## config.mk

```make
export PLATFORM = sky130hd
export DESIGN_NAME = conv3x3_mac_flat
export DESIGN_NICKNAME = d
export VERILOG_FILES = /design/src/rtl/conv3x3_mac_if.sv /design/src/rtl/conv3x3_mac.sv /design/src/flat_wrapper.sv
export SDC_FILE = /design/constraint.sdc
export NUM_CORES = 2
export LEC_CHECK = 0
export CAP_MARGIN = 20
export CORE_UTILIZATION = 30
export CTS_BUF_LIST = sky130_fd_sc_hd__clkbuf_4
export DETAILED_ROUTE_END_ITERATION = 6
export GPL_ROUTABILITY_DRIVEN = 0
export HOLD_SLACK_MARGIN = 0.02
export PLACE_DENSITY_LB_ADDON = 0.3
export SLEW_MARGIN = 20
export SYNTH_ARGS = -nofsm -noshare
export SYNTH_HDL_FRONTEND = slang
export SYNTH_SLANG_ARGS = --single-unit
```

## constraint.sdc

```tcl
create_clock -name clk -period 4.2 [get_ports clk]
set_clock_uncertainty 0.1 [all_clocks]
set_input_delay 1.05 -clock clk [delete_from_list [all_inputs] [get_ports clk]]
set_output_delay 1.05 -clock clk [all_outputs]
set_load 0.03 [all_outputs]
```

## src/rtl/conv3x3_mac_if.sv

```systemverilog
// Window/result bus between the 3x3 collector and the conv3x3_mac stage.
// master: window producer (drives pixels and stall, observes results).
// slave : conv3x3_mac (consumes the window, drives the result pixel).
interface conv3x3_mac_if;
  logic [7:0] win1, win2, win3;
  logic [7:0] win4, win5, win6;
  logic [7:0] win7, win8, win9;
  logic       stall;
  logic [7:0] pix_out;
  logic       out_valid;
  logic       out_eol;

  modport master (
    output win1, win2, win3, win4, win5, win6, win7, win8, win9, stall,
    input  pix_out, out_valid, out_eol
  );

  modport slave (
    input  win1, win2, win3, win4, win5, win6, win7, win8, win9, stall,
    output pix_out, out_valid, out_eol
  );
endinterface

```

## src/rtl/conv3x3_mac.sv

```systemverilog
// conv3x3_mac: 3x3 signed-kernel MAC over an unsigned pixel window, plus bias,
// arithmetic-shift requantisation and 8-bit saturation. Four register stages,
// one window per cycle, end-of-row marker on the last output of each row.
// Build option: CONV_RELU_EN selects unsigned [0,255] clamping (ReLU folded in);
// without it the result is signed, clamped to [-128,127].
module conv3x3_mac #(
  parameter int IMAGE_WIDTH = 128,
  parameter int ACC_W       = 21
) (
  input  logic                clk,
  input  logic                rst_n,
  conv3x3_mac_if.slave        bus,
  input  logic [7:0]          stage_width,
  input  logic                w_load,
  input  logic [7:0]          w_data,
  input  logic [15:0]         bias,
  input  logic [3:0]          shift,
  output logic                w_ready
);

  localparam int COL_W = (IMAGE_WIDTH > 2) ? $clog2(IMAGE_WIDTH) : 1;

  logic signed [7:0]       tap [9];
  logic [3:0]              idx;
  logic                    accept;
  logic [7:0]              win [9];
  logic signed [16:0]      prod [9];
  logic signed [16:0]      p1 [9];
  logic signed [18:0]      row_sum [3];
  logic signed [18:0]      s2 [3];
  logic signed [ACC_W-1:0] acc3;
  logic signed [ACC_W-1:0] q;
  logic [7:0]              sat;
  logic                    v1, v2, v3;
  logic [COL_W-1:0]        col;
  logic                    row_last;

  assign accept = !bus.stall && w_ready && !w_load;

  // Kernel tap loader: sequential writes, ready once all nine taps are in.
  always_ff @(posedge clk or negedge rst_n) begin
    if (!rst_n) begin
      for (int unsigned i = 0; i < 9; i++) tap[i] <= '0;
      idx     <= '0;
      w_ready <= 1'b0;
    end else if (w_load) begin
      tap[idx] <= w_data;
      if (idx == 4'd8) begin
        idx     <= '0;
        w_ready <= 1'b1;
      end else begin
        idx <= idx + 4'd1;
        if (idx == 4'd0) w_ready <= 1'b0;
      end
    end
  end

  // Window unpack and per-tap products (unsigned pixel times signed tap).
  always_comb begin
    win[0] = bus.win1; win[1] = bus.win2; win[2] = bus.win3;
    win[3] = bus.win4; win[4] = bus.win5; win[5] = bus.win6;
    win[6] = bus.win7; win[7] = bus.win8; win[8] = bus.win9;
    for (int unsigned i = 0; i < 9; i++)
      prod[i] = $signed({9'd0, win[i]}) * $signed({{9{tap[i][7]}}, tap[i]});
  end

  // Row partial sums of the registered products.
  always_comb begin
    for (int unsigned r = 0; r < 3; r++)
      row_sum[r] = {{2{p1[3*r][16]}}, p1[3*r]}
                 + {{2{p1[3*r+1][16]}}, p1[3*r+1]}
                 + {{2{p1[3*r+2][16]}}, p1[3*r+2]};
  end

  // Datapath registers for stages 1-3; qualified downstream by the valid bits.
  always_ff @(posedge clk) begin
    p1   <= prod;
    s2   <= row_sum;
    acc3 <= {{(ACC_W-19){s2[0][18]}}, s2[0]}
          + {{(ACC_W-19){s2[1][18]}}, s2[1]}
          + {{(ACC_W-19){s2[2][18]}}, s2[2]}
          + {{(ACC_W-16){bias[15]}}, bias};
  end

  // Requantise and clamp to the 8-bit output range.
  always_comb begin
    q   = acc3 >>> shift;
    sat = '0;
`ifdef CONV_RELU_EN
    begin : relu_sat
      localparam logic signed [ACC_W-1:0] SAT_HI = ACC_W'(255);
      if (q[ACC_W-1])      sat = '0;
      else if (q > SAT_HI) sat = '1;
      else                 sat = q[7:0];
    end
`else
    begin : signed_sat
      localparam logic signed [ACC_W-1:0] SAT_HI = ACC_W'(127);
      localparam logic signed [ACC_W-1:0] SAT_LO = -ACC_W'(128);
      if (q < SAT_LO)      sat = 8'h80;
      else if (q > SAT_HI) sat = 8'h7F;
      else                 sat = q[7:0];
    end
`endif
  end

  assign row_last = (8'(col) == stage_width - 8'd3);

  // Valid pipeline, output register and column counter for the row marker.
  always_ff @(posedge clk or negedge rst_n) begin
    if (!rst_n) begin
      v1            <= 1'b0;
      v2            <= 1'b0;
      v3            <= 1'b0;
      bus.pix_out   <= '0;
      bus.out_valid <= 1'b0;
      bus.out_eol   <= 1'b0;
      col           <= '0;
    end else begin
      v1            <= accept;
      v2            <= v1;
      v3            <= v2;
      bus.out_valid <= v3;
      bus.out_eol   <= v3 && row_last;
      if (v3) begin
        bus.pix_out <= sat;
        col         <= row_last ? '0 : col + COL_W'(1);
      end
    end
  end

endmodule
```

## src/flat_wrapper.sv

```systemverilog
// flat-port wrapper written by rule: the top's interface ports become plain ports
module conv3x3_mac_flat 
#(
  parameter int IMAGE_WIDTH = 128,
  parameter int ACC_W       = 21
)
  (clk, rst_n, stage_width, w_load, w_data, bias, shift, w_ready, bus_win1, bus_win2, bus_win3, bus_win4, bus_win5, bus_win6, bus_win7, bus_win8, bus_win9, bus_stall, bus_pix_out, bus_out_valid, bus_out_eol);
  conv3x3_mac_if bus_i ();
  input  logic clk;
  input  logic rst_n;
  input  logic [7:0] stage_width;
  input  logic w_load;
  input  logic [7:0] w_data;
  input  logic [15:0] bias;
  input  logic [3:0] shift;
  output logic w_ready;
  input wire logic [$bits(bus_i.win1)-1:0] bus_win1;
  input wire logic [$bits(bus_i.win2)-1:0] bus_win2;
  input wire logic [$bits(bus_i.win3)-1:0] bus_win3;
  input wire logic [$bits(bus_i.win4)-1:0] bus_win4;
  input wire logic [$bits(bus_i.win5)-1:0] bus_win5;
  input wire logic [$bits(bus_i.win6)-1:0] bus_win6;
  input wire logic [$bits(bus_i.win7)-1:0] bus_win7;
  input wire logic [$bits(bus_i.win8)-1:0] bus_win8;
  input wire logic [$bits(bus_i.win9)-1:0] bus_win9;
  input wire logic [$bits(bus_i.stall)-1:0] bus_stall;
  output wire logic [$bits(bus_i.pix_out)-1:0] bus_pix_out;
  output wire logic [$bits(bus_i.out_valid)-1:0] bus_out_valid;
  output wire logic [$bits(bus_i.out_eol)-1:0] bus_out_eol;
  assign bus_i.win1 = bus_win1;
  assign bus_i.win2 = bus_win2;
  assign bus_i.win3 = bus_win3;
  assign bus_i.win4 = bus_win4;
  assign bus_i.win5 = bus_win5;
  assign bus_i.win6 = bus_win6;
  assign bus_i.win7 = bus_win7;
  assign bus_i.win8 = bus_win8;
  assign bus_i.win9 = bus_win9;
  assign bus_i.stall = bus_stall;
  assign bus_pix_out = bus_i.pix_out;
  assign bus_out_valid = bus_i.out_valid;
  assign bus_out_eol = bus_i.out_eol;
  conv3x3_mac #(.IMAGE_WIDTH(IMAGE_WIDTH), .ACC_W(ACC_W)) u_core (.clk(clk), .rst_n(rst_n), .bus(bus_i), .stage_width(stage_width), .w_load(w_load), .w_data(w_data), .bias(bias), .shift(shift), .w_ready(w_ready));
endmodule
```

==> flow_summary.yaml <==
status:
  status: "finished, violations left"
  violations: "setup timing"
global_route:
  grt_first_pass_wirelength_mm: 147.8
  grt_usage: 0.1539
  grt_max_degree: 49
  gr-total-overflow: 0
  grt_busiest_layer: "met2"
  antenna_found_initial: 15
  grt_use_met3: 0.02353
  first_global_vias: 29067
  grtUsageMet1: 0.2042
  grtUsageMet2: 0.2521
floorplanning:
  io_pins: 123
  die_w_um: 346.3
  initial_utilization: 0.3044
  rows: 125
  die_area_mm2: 0.1199
  dieHeight_um: 346.3
  core-area_mm2: 0.1168
sta:
  setup_ws_ns: -0.2513
  slew_headroom: 0.4850
  slew_viol_final: 0
  fin_crit_sh: 1.060
  hold_viol_final: 0
  setup_viol: 32
  fmax_ghz: 0.2247
  worst_slew_pin_slew_ns: 0.7725
  rsz0062_at_grt: "yes"
  period_minus_slack_ns: 4.451
yosys:
  async_flop_share: 0.2957
  ys_types: 70
  ys_seq_area_frac: 0.1983
  synthFlopType: "dfxtp_1"
  ys.warnings.count: 0
  synth.avg_cell_area_um2: 9.158
  yosys.area_share.simple: 0.1552
  synthXorXnorAreaFrac: 0.05221
  ys_ff_latch: 328
  synthMuxAreaShare: 0.03617
  synth_edf_count: 0
  synth_fa_ha_area_frac: 0.3918
  synth_nets: 4892
  synth_top_family_by_area: "adder cells"
  netlist_area_mm2: 0.03556
  synth_compound_area_frac: 0.08761
  netlist_instances: 3883
critical_path:
  arrival_ns: 5.11
  cp_slowest_cell: "fa_1"
  slowest_delay_ns: 0.53
  critPathTopFamily: "adder cells"
  critPathBufInv: 7
  required_ns: 4.86
  worstPathCellList: "dlygate4sd2_1 > buf_6 > nand2_2 > fa_1 > fa_1 > inv_1 > fa_1 > inv_1 > fa_1 > inv_2 > ha_4 > buf_6 > inv_2 > o21ai_2 > a21oi_2 > nand2b_4 > a21boi_2 > o31a_1 > o41ai_2 > xnor2_1"
  critPathCaptureType: "flop"
  cp_max_fo: 4
  crit_type: "in2reg"
  crit_top_cell: "fa_1"
  start_kind: "input port"
clock_tree:
  cts_num_sinks: 328
  clk_latency_ns: 0.89
  cts.clk_slew.worst_paths_ns: 0.06
  numCtsBuffers: 105
  root_buffer: "clkbuf_4"
  htree_levels: 3
  cts_tree: "done"
  clockBufferDepth: 3
cells_and_area:
  final_net_count: 5593
  syn2layout_area_growth_pct: 29.23
  finalNonFillerCells: 6203
  drive_gt1_frac: 0.2778
detailed_routing:
  drtIter0Drc: 999
  vias_per_cell: 4.452
  drtAntennaViolNets: 0
  routed_wl_mm: 91.36
  drt_drc_violations_left: 0
  wire_per_inst_um: 14.73
  num_vias: 27614
  dr.pass1.iters: 5
run:
  cap_violations: 0
place:
  placedCellCount: 5930
  dp_hpwl_mm: 73.22
  port-buffer-count: 122
worst_hold_path:
  min_path_type: "reg2reg"
==> registers in the layout, summed over array words and instances, names as in the netlist, 4 cells and up <==
signal and count:
u_core.acc3 21, u_core.tap 72, u_core.s2 57, u_core.p1 153
u_core.col 7, u_core.idx 4, u_core.bus.pix_out 8
==> cell usage after synthesis, drive strengths merged (10+ instances only) <==
master | number | area, um2
xnor2 | 166 | 1454
o22ai | 12 | 75.07
inv | 712 | 2673
mux2 | 82 | 923.4
a21boi | 32 | 240.2
o31a | 10 | 87.58
a211oi | 12 | 95.09
mux2i | 25 | 250.2
nor3 | 55 | 275.3
a21oi | 125 | 625.6
o41ai | 21 | 198.9
o21a | 25 | 187.7
a21o | 43 | 322.8
nand3 | 27 | 135.1
o211ai | 10 | 75.07
o21ai | 112 | 560.5
o21bai | 16 | 120.1
a31oi | 11 | 68.82
dfrtp | 97 | 2427
fa | 361 | 7227
dfxtp | 231 | 4624
nand2b | 56 | 350.3
and2 | 324 | 2027
and3 | 15 | 93.84
clkbuf | 17 | 63.81
nor2b | 41 | 256.5
nand2 | 296 | 1111
buf | 12 | 56.31
ha | 536 | 6706
nor2 | 262 | 983.4
xor2 | 46 | 402.9
==> worst reg2reg max path, cell delays in order (launching register included) <==
cell	delay [ns]
dfrtp_2	0.46
nand2_2	0.09
fa_2	0.44
fa_1	0.51
inv_1	0.05
fa_1	0.53
inv_1	0.05
fa_1	0.49
inv_2	0.04
ha_4	0.22
buf_6	0.11
inv_2	0.04
o21ai_2	0.06
a21oi_2	0.15
nand2b_4	0.14
a21boi_2	0.05
o31a_1	0.30
o41ai_2	0.32
xnor2_1	0.11
==> layout by cell type (no fill, tap or decap), types with 30 or more instances in the layout <==
| master | count |
|---|---|
| buf_6 | 32 |
| nor3_1 | 53 |
| mux2_2 | 82 |
| dlygate4sd2_1 | 44 |
| buf_4 | 464 |
| fa_2 | 30 |
| a21oi_2 | 32 |
| dfrtp_2 | 47 |
| o21ai_2 | 39 |
| clkdlybuf4s50_1 | 47 |
| dfxtp_1 | 226 |
| nand2b_1 | 41 |
| nand2_1 | 253 |
| fa_1 | 331 |
| and2_1 | 287 |
| xnor2_1 | 161 |
| a21oi_1 | 87 |
| xor2_1 | 40 |
| clkbuf_4 | 149 |
| and2_4 | 37 |
| clkinv_1 | 36 |
| dfrtp_1 | 50 |
| o21ai_0 | 63 |
| a21o_1 | 43 |
| inv_1 | 635 |
| ha_1 | 461 |
| nor2_1 | 254 |
| inv_2 | 77 |
| ha_4 | 61 |
==> layout make-up <==
class / instances / area (um2)
Fill cell: 11695 / 70880
Multi-Input combinational cell: 2813 / 27920
Sequential cell: 328 / 7119
Timing Repair Buffer: 623 / 5002
Inverter: 713 / 2676
Tap cell: 1524 / 1907
Clock buffer: 149 / 1119
Clock inverter: 47 / 198.9
Antenna cell: 6 / 15.01
==> path summary, 6_finish.rpt <==
check	startpoint	endpoint	slack (ns)	cells after the start
setup / recovery	bus_win6[6]	u_core.p1[66]	-0.25	20
hold / removal	u_core.v1	u_core.v2	0.25	0
setup reg to reg	u_core.tap[26]	u_core.p1[66]	-0.20	18
hold reg to reg	u_core.v1	u_core.v2	0.25	0
max in group asynchronous	rst_n	u_core.tap[65]	2.55	3
min in group asynchronous	rst_n	u_core.tap[0]	0.63	2
==> kinds of logic after synthesis <==
kind of cell               count (synthesis)
xor gates and xnor gates                 212
muxes                                    112
AOI/OAI and AO/OA                        479
buffers and inverters                    742
DFF                                      328
and+or+nand+nor                         1113
adders and majority gates                897
==> metrics by stage <==
stage / TNS [ns] / setup WS, ns / util / hold slack (ns) / cell area [um2]
finish: -2.996 / -0.2513 / 0.3933 / 0.2476 / 45960
global route: -8.234 / -0.3789 / 0.3933 / 0.2634 / 45950
CTS: -2.417 / -0.2393 / 0.3856 / 0.2497 / 45050
detailed placement: -103.58 / -1.494 / 0.3667 / 0.2347 / 42840
global placement: -100.51 / -1.463 / 0.3667 / 0.2327 / 42840
floorplan: -19.13 / -0.5705 / - / 0.2312 / 36590
==> layer usage <==
| layer | routed length, um | vias to the layer above |
|---|---|---|
| met4 | 2713 | 2 |
| met2 | 41710 | 386 |
| met1 | 43300 | 13104 |
| met3 | 3622 | 150 |
| li1 | - | 13972 |
| met5 | 13 | - |
==> what timing repair did <==
item | CTS | global route
buffers inserted | 48 | 28
pin swaps | 153 | 125
hold endpoints to repair | 24 | 0
endpoints found under the setup margin | 60 | 64
resized for setup | 284 | 225
hold buffers | 1 | 0
Power is not shown: default switching activity piles up to over one toggle a cycle in this logic, so the estimate is an artifact.
